==> src/rtl/serial_word_buffer_if.sv <==
// Bus bundle for serial_word_buffer: the external synchronous RAM port
// plus the flow-controlled playback (valid/ready) port.
//   master : the buffer (drives RAM address/write side and tx_data/tx_valid)
//   slave  : the RAM + downstream transmitter side
// Signals:
//   ram_we, ram_addr, ram_wdata  buffer -> RAM write strobe / address / data
//   ram_rdata                    RAM -> buffer, valid one cycle after ram_addr
//   tx_data, tx_valid            buffer -> transmitter playback word
//   tx_ready                     transmitter -> buffer accept
interface serial_word_buffer_if #(
  parameter int unsigned DATA_W = 8,
  parameter int unsigned ADDR_W = 8
);
  logic              ram_we;
  logic [ADDR_W-1:0] ram_addr;
  logic [DATA_W-1:0] ram_wdata;
  logic [DATA_W-1:0] ram_rdata;
  logic [DATA_W-1:0] tx_data;
  logic              tx_valid;
  logic              tx_ready;

  modport master (
    output ram_we, ram_addr, ram_wdata, tx_data, tx_valid,
    input  ram_rdata, tx_ready
  );

  modport slave (
    input  ram_we, ram_addr, ram_wdata, tx_data, tx_valid,
    output ram_rdata, tx_ready
  );
endinterface

==> src/rtl/serial_word_buffer.sv <==
// Serial capture / RAM playback engine. Receives async serial frames
// (start, DATA_W bits LSB first, [even parity], stop), writes each word to
// an external synchronous RAM at an incrementing address, and on a send
// request reads the words back in order onto a valid/ready port.
// Optional feature macro: SERIAL_PARITY_EN (adds an even-parity bit per frame).
// Ports:
//   clk         system clock, rising edge
//   reset       asynchronous, active-low
//   serial_in   async serial line, idle high
//   send        playback request, latched while receiving
//   bus         serial_word_buffer_if.master (RAM port + tx handshake)
//   word_count  words stored, 0..2**ADDR_W
//   busy        high whenever not in RX_IDLE
//   overflow    sticky: frame arrived while full
//   frame_err   sticky: bad stop (or parity) bit
//   send_done   one-cycle pulse at end of playback
module serial_word_buffer #(
  parameter int unsigned DATA_W       = 8,
  parameter int unsigned ADDR_W       = 8,
  parameter int unsigned CLKS_PER_BIT = 16
) (
  input  logic                clk,
  input  logic                reset,
  input  logic                serial_in,
  input  logic                send,
  serial_word_buffer_if.master bus,
  output logic [ADDR_W:0]     word_count,
  output logic                busy,
  output logic                overflow,
  output logic                frame_err,
  output logic                send_done
);

  localparam int unsigned TMR_W = (CLKS_PER_BIT > 2) ? $clog2(CLKS_PER_BIT) : 1;
  localparam int unsigned IDX_W = (DATA_W > 1) ? $clog2(DATA_W) : 1;
  localparam int unsigned CNT_W = ADDR_W + 1;

  localparam logic [TMR_W-1:0] HALF_LOAD = TMR_W'(CLKS_PER_BIT / 2 - 1);
  localparam logic [TMR_W-1:0] BIT_LOAD  = TMR_W'(CLKS_PER_BIT - 1);
  localparam logic [IDX_W-1:0] LAST_IDX  = IDX_W'(DATA_W - 1);

  typedef enum logic [3:0] {
    RX_IDLE,
    RX_START,
    RX_DATA,
`ifdef SERIAL_PARITY_EN
    RX_PARITY,
`endif
    RX_STOP,
    RX_WRITE,
    PB_ADDR,
    PB_WAIT,
    PB_SHOW
  } state_t;

  state_t             state_q, state_d;
  logic [1:0]         sync_q;
  logic [TMR_W-1:0]   timer_q, timer_d;
  logic [IDX_W-1:0]   idx_q, idx_d;
  logic [DATA_W-1:0]  shreg_q, shreg_d;
  logic [CNT_W-1:0]   rd_ptr_q, rd_ptr_d;
  logic               pending_q, pending_d;
  logic               discard_q, discard_d;

  logic               ram_we_d;
  logic [ADDR_W-1:0]  ram_addr_d;
  logic [DATA_W-1:0]  ram_wdata_d;
  logic [DATA_W-1:0]  tx_data_d;
  logic               tx_valid_d;
  logic [CNT_W-1:0]   word_count_d;
  logic               busy_d, overflow_d, frame_err_d, send_done_d;

  logic               line_s;
  logic               timer_done;
  logic [CNT_W-1:0]   rd_ptr_inc;
  logic               in_playback;

  assign line_s      = sync_q[1];
  assign timer_done  = (timer_q == '0);
  assign rd_ptr_inc  = rd_ptr_q + CNT_W'(1);
  assign in_playback = (state_q == PB_ADDR) || (state_q == PB_WAIT) || (state_q == PB_SHOW);

  // Synchroniser resets to the idle-high level so reset release is not seen as a start edge.
  always_ff @(posedge clk or negedge reset) begin
    if (!reset) sync_q <= 2'b11;
    else        sync_q <= {sync_q[0], serial_in};
  end

  // State and registered outputs.
  always_ff @(posedge clk or negedge reset) begin
    if (!reset) begin
      state_q       <= RX_IDLE;
      timer_q       <= '0;
      idx_q         <= '0;
      shreg_q       <= '0;
      rd_ptr_q      <= '0;
      pending_q     <= 1'b0;
      discard_q     <= 1'b0;
      bus.ram_we    <= 1'b0;
      bus.ram_addr  <= '0;
      bus.ram_wdata <= '0;
      bus.tx_data   <= '0;
      bus.tx_valid  <= 1'b0;
      word_count    <= '0;
      busy          <= 1'b0;
      overflow      <= 1'b0;
      frame_err     <= 1'b0;
      send_done     <= 1'b0;
    end else begin
      state_q       <= state_d;
      timer_q       <= timer_d;
      idx_q         <= idx_d;
      shreg_q       <= shreg_d;
      rd_ptr_q      <= rd_ptr_d;
      pending_q     <= pending_d;
      discard_q     <= discard_d;
      bus.ram_we    <= ram_we_d;
      bus.ram_addr  <= ram_addr_d;
      bus.ram_wdata <= ram_wdata_d;
      bus.tx_data   <= tx_data_d;
      bus.tx_valid  <= tx_valid_d;
      word_count    <= word_count_d;
      busy          <= busy_d;
      overflow      <= overflow_d;
      frame_err     <= frame_err_d;
      send_done     <= send_done_d;
    end
  end

  // Next-state and next-output logic; outputs are computed for the state being entered.
  always_comb begin
    state_d      = state_q;
    timer_d      = timer_q;
    idx_d        = idx_q;
    shreg_d      = shreg_q;
    rd_ptr_d     = rd_ptr_q;
    discard_d    = discard_q;
    pending_d    = in_playback ? pending_q : (pending_q | send);
    ram_we_d     = 1'b0;
    ram_addr_d   = bus.ram_addr;
    ram_wdata_d  = bus.ram_wdata;
    tx_data_d    = bus.tx_data;
    tx_valid_d   = bus.tx_valid;
    word_count_d = word_count;
    overflow_d   = overflow;
    frame_err_d  = frame_err;
    send_done_d  = 1'b0;

    unique case (state_q)
      RX_IDLE: begin
        // Pending playback wins over a start edge seen in the same cycle.
        if (pending_q) begin
          pending_d = 1'b0;
          rd_ptr_d  = '0;
          if (word_count == '0) begin
            send_done_d = 1'b1;
          end else begin
            state_d    = PB_ADDR;
            ram_addr_d = '0;
          end
        end else if (!line_s) begin
          state_d = RX_START;
          timer_d = HALF_LOAD;
        end
      end

      RX_START: begin
        if (!timer_done) begin
          timer_d = timer_q - TMR_W'(1);
        end else if (!line_s) begin
          state_d   = RX_DATA;
          timer_d   = BIT_LOAD;
          idx_d     = '0;
          discard_d = 1'b0;
        end else begin
          state_d = RX_IDLE;
        end
      end

      RX_DATA: begin
        if (!timer_done) begin
          timer_d = timer_q - TMR_W'(1);
        end else begin
          // LSB-first: new bit enters at the top and walks down.
          shreg_d = (shreg_q >> 1) | (DATA_W'(line_s) << (DATA_W - 1));
          timer_d = BIT_LOAD;
          if (idx_q == LAST_IDX) begin
`ifdef SERIAL_PARITY_EN
            state_d = RX_PARITY;
`else
            state_d = RX_STOP;
`endif
          end else begin
            idx_d = idx_q + IDX_W'(1);
          end
        end
      end

`ifdef SERIAL_PARITY_EN
      RX_PARITY: begin
        if (!timer_done) begin
          timer_d = timer_q - TMR_W'(1);
        end else begin
          timer_d = BIT_LOAD;
          state_d = RX_STOP;
          // Even parity: parity bit equals the XOR of the data bits.
          if (line_s != ^shreg_q) begin
            discard_d   = 1'b1;
            frame_err_d = 1'b1;
          end
        end
      end
`endif

      RX_STOP: begin
        if (!timer_done) begin
          timer_d = timer_q - TMR_W'(1);
        end else if (discard_q) begin
          // Bad frame: hold here until the line returns high.
          if (line_s) state_d = RX_IDLE;
        end else if (line_s) begin
          state_d = RX_WRITE;
          if (!word_count[ADDR_W]) begin
            ram_we_d     = 1'b1;
            ram_addr_d   = word_count[ADDR_W-1:0];
            ram_wdata_d  = shreg_q;
            word_count_d = word_count + CNT_W'(1);
          end else begin
            overflow_d = 1'b1;
          end
        end else begin
          frame_err_d = 1'b1;
          discard_d   = 1'b1;
        end
      end

      RX_WRITE: state_d = RX_IDLE;

      PB_ADDR: state_d = PB_WAIT;

      PB_WAIT: begin
        state_d    = PB_SHOW;
        tx_data_d  = bus.ram_rdata;
        tx_valid_d = 1'b1;
      end

      PB_SHOW: begin
        if (bus.tx_ready) begin
          tx_valid_d = 1'b0;
          rd_ptr_d   = rd_ptr_inc;
          if (rd_ptr_inc == word_count) begin
            word_count_d = '0;
            send_done_d  = 1'b1;
            state_d      = RX_IDLE;
          end else begin
            state_d    = PB_ADDR;
            ram_addr_d = rd_ptr_inc[ADDR_W-1:0];
          end
        end
      end

      default: state_d = RX_IDLE;
    endcase

    busy_d = (state_d != RX_IDLE);
  end

endmodule

==> src/flat_wrapper.sv <==
// flat-port wrapper written by rule: the top's interface ports become plain ports
module serial_word_buffer_flat 
#(
  parameter int unsigned DATA_W       = 8,
  parameter int unsigned ADDR_W       = 8,
  parameter int unsigned CLKS_PER_BIT = 16
)
  (clk, reset, serial_in, send, word_count, busy, overflow, frame_err, send_done, bus_ram_we, bus_ram_addr, bus_ram_wdata, bus_tx_data, bus_tx_valid, bus_ram_rdata, bus_tx_ready);
  serial_word_buffer_if #(.DATA_W(DATA_W), .ADDR_W(ADDR_W)) bus_i ();
  input  logic clk;
  input  logic reset;
  input  logic serial_in;
  input  logic send;
  output logic [ADDR_W:0] word_count;
  output logic busy;
  output logic overflow;
  output logic frame_err;
  output logic send_done;
  output wire logic [$bits(bus_i.ram_we)-1:0] bus_ram_we;
  output wire logic [$bits(bus_i.ram_addr)-1:0] bus_ram_addr;
  output wire logic [$bits(bus_i.ram_wdata)-1:0] bus_ram_wdata;
  output wire logic [$bits(bus_i.tx_data)-1:0] bus_tx_data;
  output wire logic [$bits(bus_i.tx_valid)-1:0] bus_tx_valid;
  input wire logic [$bits(bus_i.ram_rdata)-1:0] bus_ram_rdata;
  input wire logic [$bits(bus_i.tx_ready)-1:0] bus_tx_ready;
  assign bus_ram_we = bus_i.ram_we;
  assign bus_ram_addr = bus_i.ram_addr;
  assign bus_ram_wdata = bus_i.ram_wdata;
  assign bus_tx_data = bus_i.tx_data;
  assign bus_tx_valid = bus_i.tx_valid;
  assign bus_i.ram_rdata = bus_ram_rdata;
  assign bus_i.tx_ready = bus_tx_ready;
  serial_word_buffer #(.DATA_W(DATA_W), .ADDR_W(ADDR_W), .CLKS_PER_BIT(CLKS_PER_BIT)) u_core (.clk(clk), .reset(reset), .serial_in(serial_in), .send(send), .bus(bus_i), .word_count(word_count), .busy(busy), .overflow(overflow), .frame_err(frame_err), .send_done(send_done));
endmodule
==> config.mk <==
export PLATFORM = sky130hd
export DESIGN_NAME = serial_word_buffer_flat
export DESIGN_NICKNAME = d
export VERILOG_FILES = /design/src/rtl/serial_word_buffer_if.sv /design/src/rtl/serial_word_buffer.sv /design/src/flat_wrapper.sv
export SDC_FILE = /design/constraint.sdc
export NUM_CORES = 1
export LEC_CHECK = 0
export CAP_MARGIN = 20
export CORE_ASPECT_RATIO = 1.2
export CORE_UTILIZATION = 55
export CTS_CLUSTER_DIAMETER = 200
export DETAILED_ROUTE_END_ITERATION = 8
export PLACE_DENSITY = 0.84
export SETUP_SLACK_MARGIN = 0.15
export SLEW_MARGIN = 10
export SYNTH_ARGS = -nofsm -noshare
export SYNTH_HDL_FRONTEND = slang
export SYNTH_SLANG_ARGS = --single-unit
==> constraint.sdc <==
create_clock -name clk -period 2.6 [get_ports clk]
set_input_delay 0.26 -clock clk [delete_from_list [all_inputs] [get_ports clk]]
set_output_delay 0.26 -clock clk [all_outputs]
set_load 0.02 [all_outputs]
==> metrics <==
status finished with violations; failing checks negative hold slack; Nets about 480; DR vias ~3.3k; Critical path origin u_core.word_count[7]; # setup viols final 0; most frequent cells in the layout 63 x dfrtp_1, 62 x nand2_1, 50 x clkdlybuf4s50_1, 35 x nor2_1, 25 x buf_4; Std-Cell Rows 33; Max stage delay on crit path around 0.51 ns; Critical R2R Launch u_core.word_count[7]; Clock transition at path regs roughly 0.08 ns; worst-path fanout max 9; Remaining DRCs 0; Mean Syn Cell Area about 10 sq um; unique cell type count in the Yosys netlist 72; Max IR drop VDD about 0.55 mV; Final Hold Viols 3; Vias/cell ~6; Syn Inst Count 391; Synth warnings 0; ys flop type dfrtp_1; die extent in x just under 80 microns; clock network fraction of total power between 20% and 30%; most common cell after layout, fill and taps aside dfrtp_1; CTS tree done; DRT Pass-1 Iters 5; H-tree levels 3; CP arrival 2.63 ns; multi-input logic area between 1500 and 2000 sq um; Power Density ~710 nW/um^2; gr usage total between 20% and 30%; DP HPWL 6.66 mm; post-layout minimum cycle time between 2 and 2.5 ns; #FFs+latches synth between 70 and 80; vias in the first global route 3340; Setup TNS Final 0 ns; static leakage roughly 2.1 nW; Comb pwr share between 30% and 40%; RSZ-0062 raised after global routing true; worst slew pin tran 0.806 ns; sequential element share of the synthesized area 45.8%; overflow left after global routing 0; achievable clock frequency between 400 and 500 MHz; number of filler cells placed in the layout just over 500; die area 7400 sq um; IO Port Bufs 51; Top Ports 52; Storage cell area 1790 sq um; Switching Fraction 33.1%; worst setup margin roughly 0.24 ns; number of CTS-inserted buffers 9; clock sinks 71; setup slack at placement 0.0453 ns; starting density of the core between 50 and 60%; core area ~7000 sq um; initial antenna violation count 0; ANT cells 0; Clock Skew slightly above 0.007 ns; DRT antenna net count 0; fin crit share ~91%; drt total wl about 9.5 mm; Slew headroom 46.3%; Critical Path RT between 2 and 3 ns; worst path cell trace xor2_1 -> and3b_1 -> o221a_1 -> and3_4 -> nand2b_1 -> buf_4 -> and3_1 -> a211oi_2; EDFF count, synth 0; wire length of the first global-routing pass around 15 mm; syn nets 410; largest net degree at the start of global routing 37; net switching power between 0.001 and 0.0015 W; share of flip-flops with an asynchronous set or reset 100%; class of the most critical setup path flip-flop to flip-flop; classification of the worst-slack hold path primary input to async pin; hold-fix buffer count after cts 0; Die H between 90 and 100 microns; Seq pwr share between 40% and 50%; DR iter-0 viols roughly 140; maxcap violations 0; Slowest cell on crit path dfrtp_1; Critical Path Start Type flip-flop; GP Congestion around 1.0; Area growth syn-to-layout 24.3%; Hold Slack -0.00900 ns; Synth Cell Area 3880 sq um; crit end category flip-flop; layout cell share with drive strength beyond 1 approximately 22%; Pint 0.00231 W; Max clock buf depth 2; CTS root buf clkbuf_8; worst skew pair latency 0.35 ns; per-cell routed wire length ~17 microns; Pins Over Slew Limit 0
-- critical path: cells and delay by family (launching register included) --
kind	cells	cell delay [ns]
AND/OR/NAND/NOR	4	0.80
flip-flops	1	0.51
AO/OA/AOI/OAI	2	0.41
XOR/XNOR	1	0.36
buffers and inverters	1	0.19
-- state kept, by name, indices dropped and copies added (netlist names), 2 cells and up --
signal                flops
u_core.rd_ptr_q           9
u_core.word_count         9
u_core.bus.ram_addr       8
u_core.bus.ram_wdata      8
u_core.bus.tx_data        8
u_core.shreg_q            8
u_core.state_q            4
u_core.timer_q            4
u_core.idx_q              3
u_core.sync_q             2
-- synth_stat cells, types with 6 or more instances --
cell	instances	area share [%]
dfrtp_1	69	44
clkbuf_1	7	0.68
mux2_2	17	4.9
inv_1	6	0.58
buf_2	6	0.77
o21ai_0	23	3.0
nand2b_1	10	1.6
xor2_1	8	1.8
nand3_1	7	0.90
a31oi_1	7	1.1
and3_1	8	1.3
ha_1	6	1.9
nand2_1	62	6.0
a21oi_1	14	1.8
nor2_1	35	3.4
xnor2_1	6	1.4
-- routing by layer --
metal / wire [microns] / vias up / GRT usage [%] / part of all wire [%]
met4: 447 / 0 / 17.4 / 4.7
li1: - / 1516 / - / -
met5: 0 / - / 0 / 0
met2: 4850 / 118 / 47.8 / 51
met3: 484 / 37 / 6.60 / 5.1
met1: 3680 / 1622 / 29.7 / 39
-- cell families (layout without fill, tap and decap cells) --
logic type / Yosys count / after routing / synth area share (%)
buffers and inverters: 29 / 99 / 4.45
adders and majority gates: 7 / 7 / 2.19
DFF: 71 / 71 / 45.8
AOI/OAI and AO/OA: 90 / 90 / 16.2
and+or+nand+nor: 157 / 157 / 21.4
other: 1 / 1 / 0.0966
muxes: 20 / 20 / 5.73
xor gates and xnor gates: 16 / 16 / 4.19
-- stage by stage --
step                      power [W]  util, %  instance area (sq um)  cells  hold slack (ns)
after floorplan             0.00205        -                   3880    391          -0.0356
after detailed placement    0.00248     66.4                   4530    528            0.351
after global routing        0.00361     70.9                   4830    548           0.0655
after CTS                   0.00345     69.7                   4750    544          0.00291
final                       0.00345     70.9                   4830    548         -0.00900
after global placement      0.00244     66.4                   4530    528            0.346
-- repair_timing --
item | 4_1_cts | 5_1_grt
gates resized for setup | 2 | 13
setup endpoints to repair | 6 | 15
pin swaps | 0 | 5
setup buffers | 0 | 4
-- power groups by stage --
stage / Sequential [W] / Clock (W) / Combinational (W)
floorplan: 0.00154 / 0 / 0.000510
global placement: 0.00142 / 0 / 0.00102
detailed placement: 0.00144 / 0 / 0.00105
CTS: 0.00142 / 0.000974 / 0.00106
global route: 0.00144 / 0.00101 / 0.00117
finish: 0.00142 / 0.000959 / 0.00107
-- cell type report --
cell class	instances	area share, %
flip-flops and latches	71	37.0
multi-input cells	291	41.0
clock buffers	12	3.42
repair buffers	77	14.8
well taps	87	2.26
clock inverters	4	1.06
inverters	6	0.467
-- final timing paths --
path                                   endpoint  slack [ns]  cells past startpoint
max                        u_core.word_count[7]        0.24                      8
min                           u_core.bus.ram_we      -0.009                      1
max reg2reg                u_core.word_count[7]        0.24                      8
min reg2reg                    u_core.sync_q[1]        0.37                      0
max in group asynchronous    u_core.rd_ptr_q[3]        1.93                      2
min in group clk               u_core.sync_q[0]        0.32                      1
(Power assumes the default switching activity.)
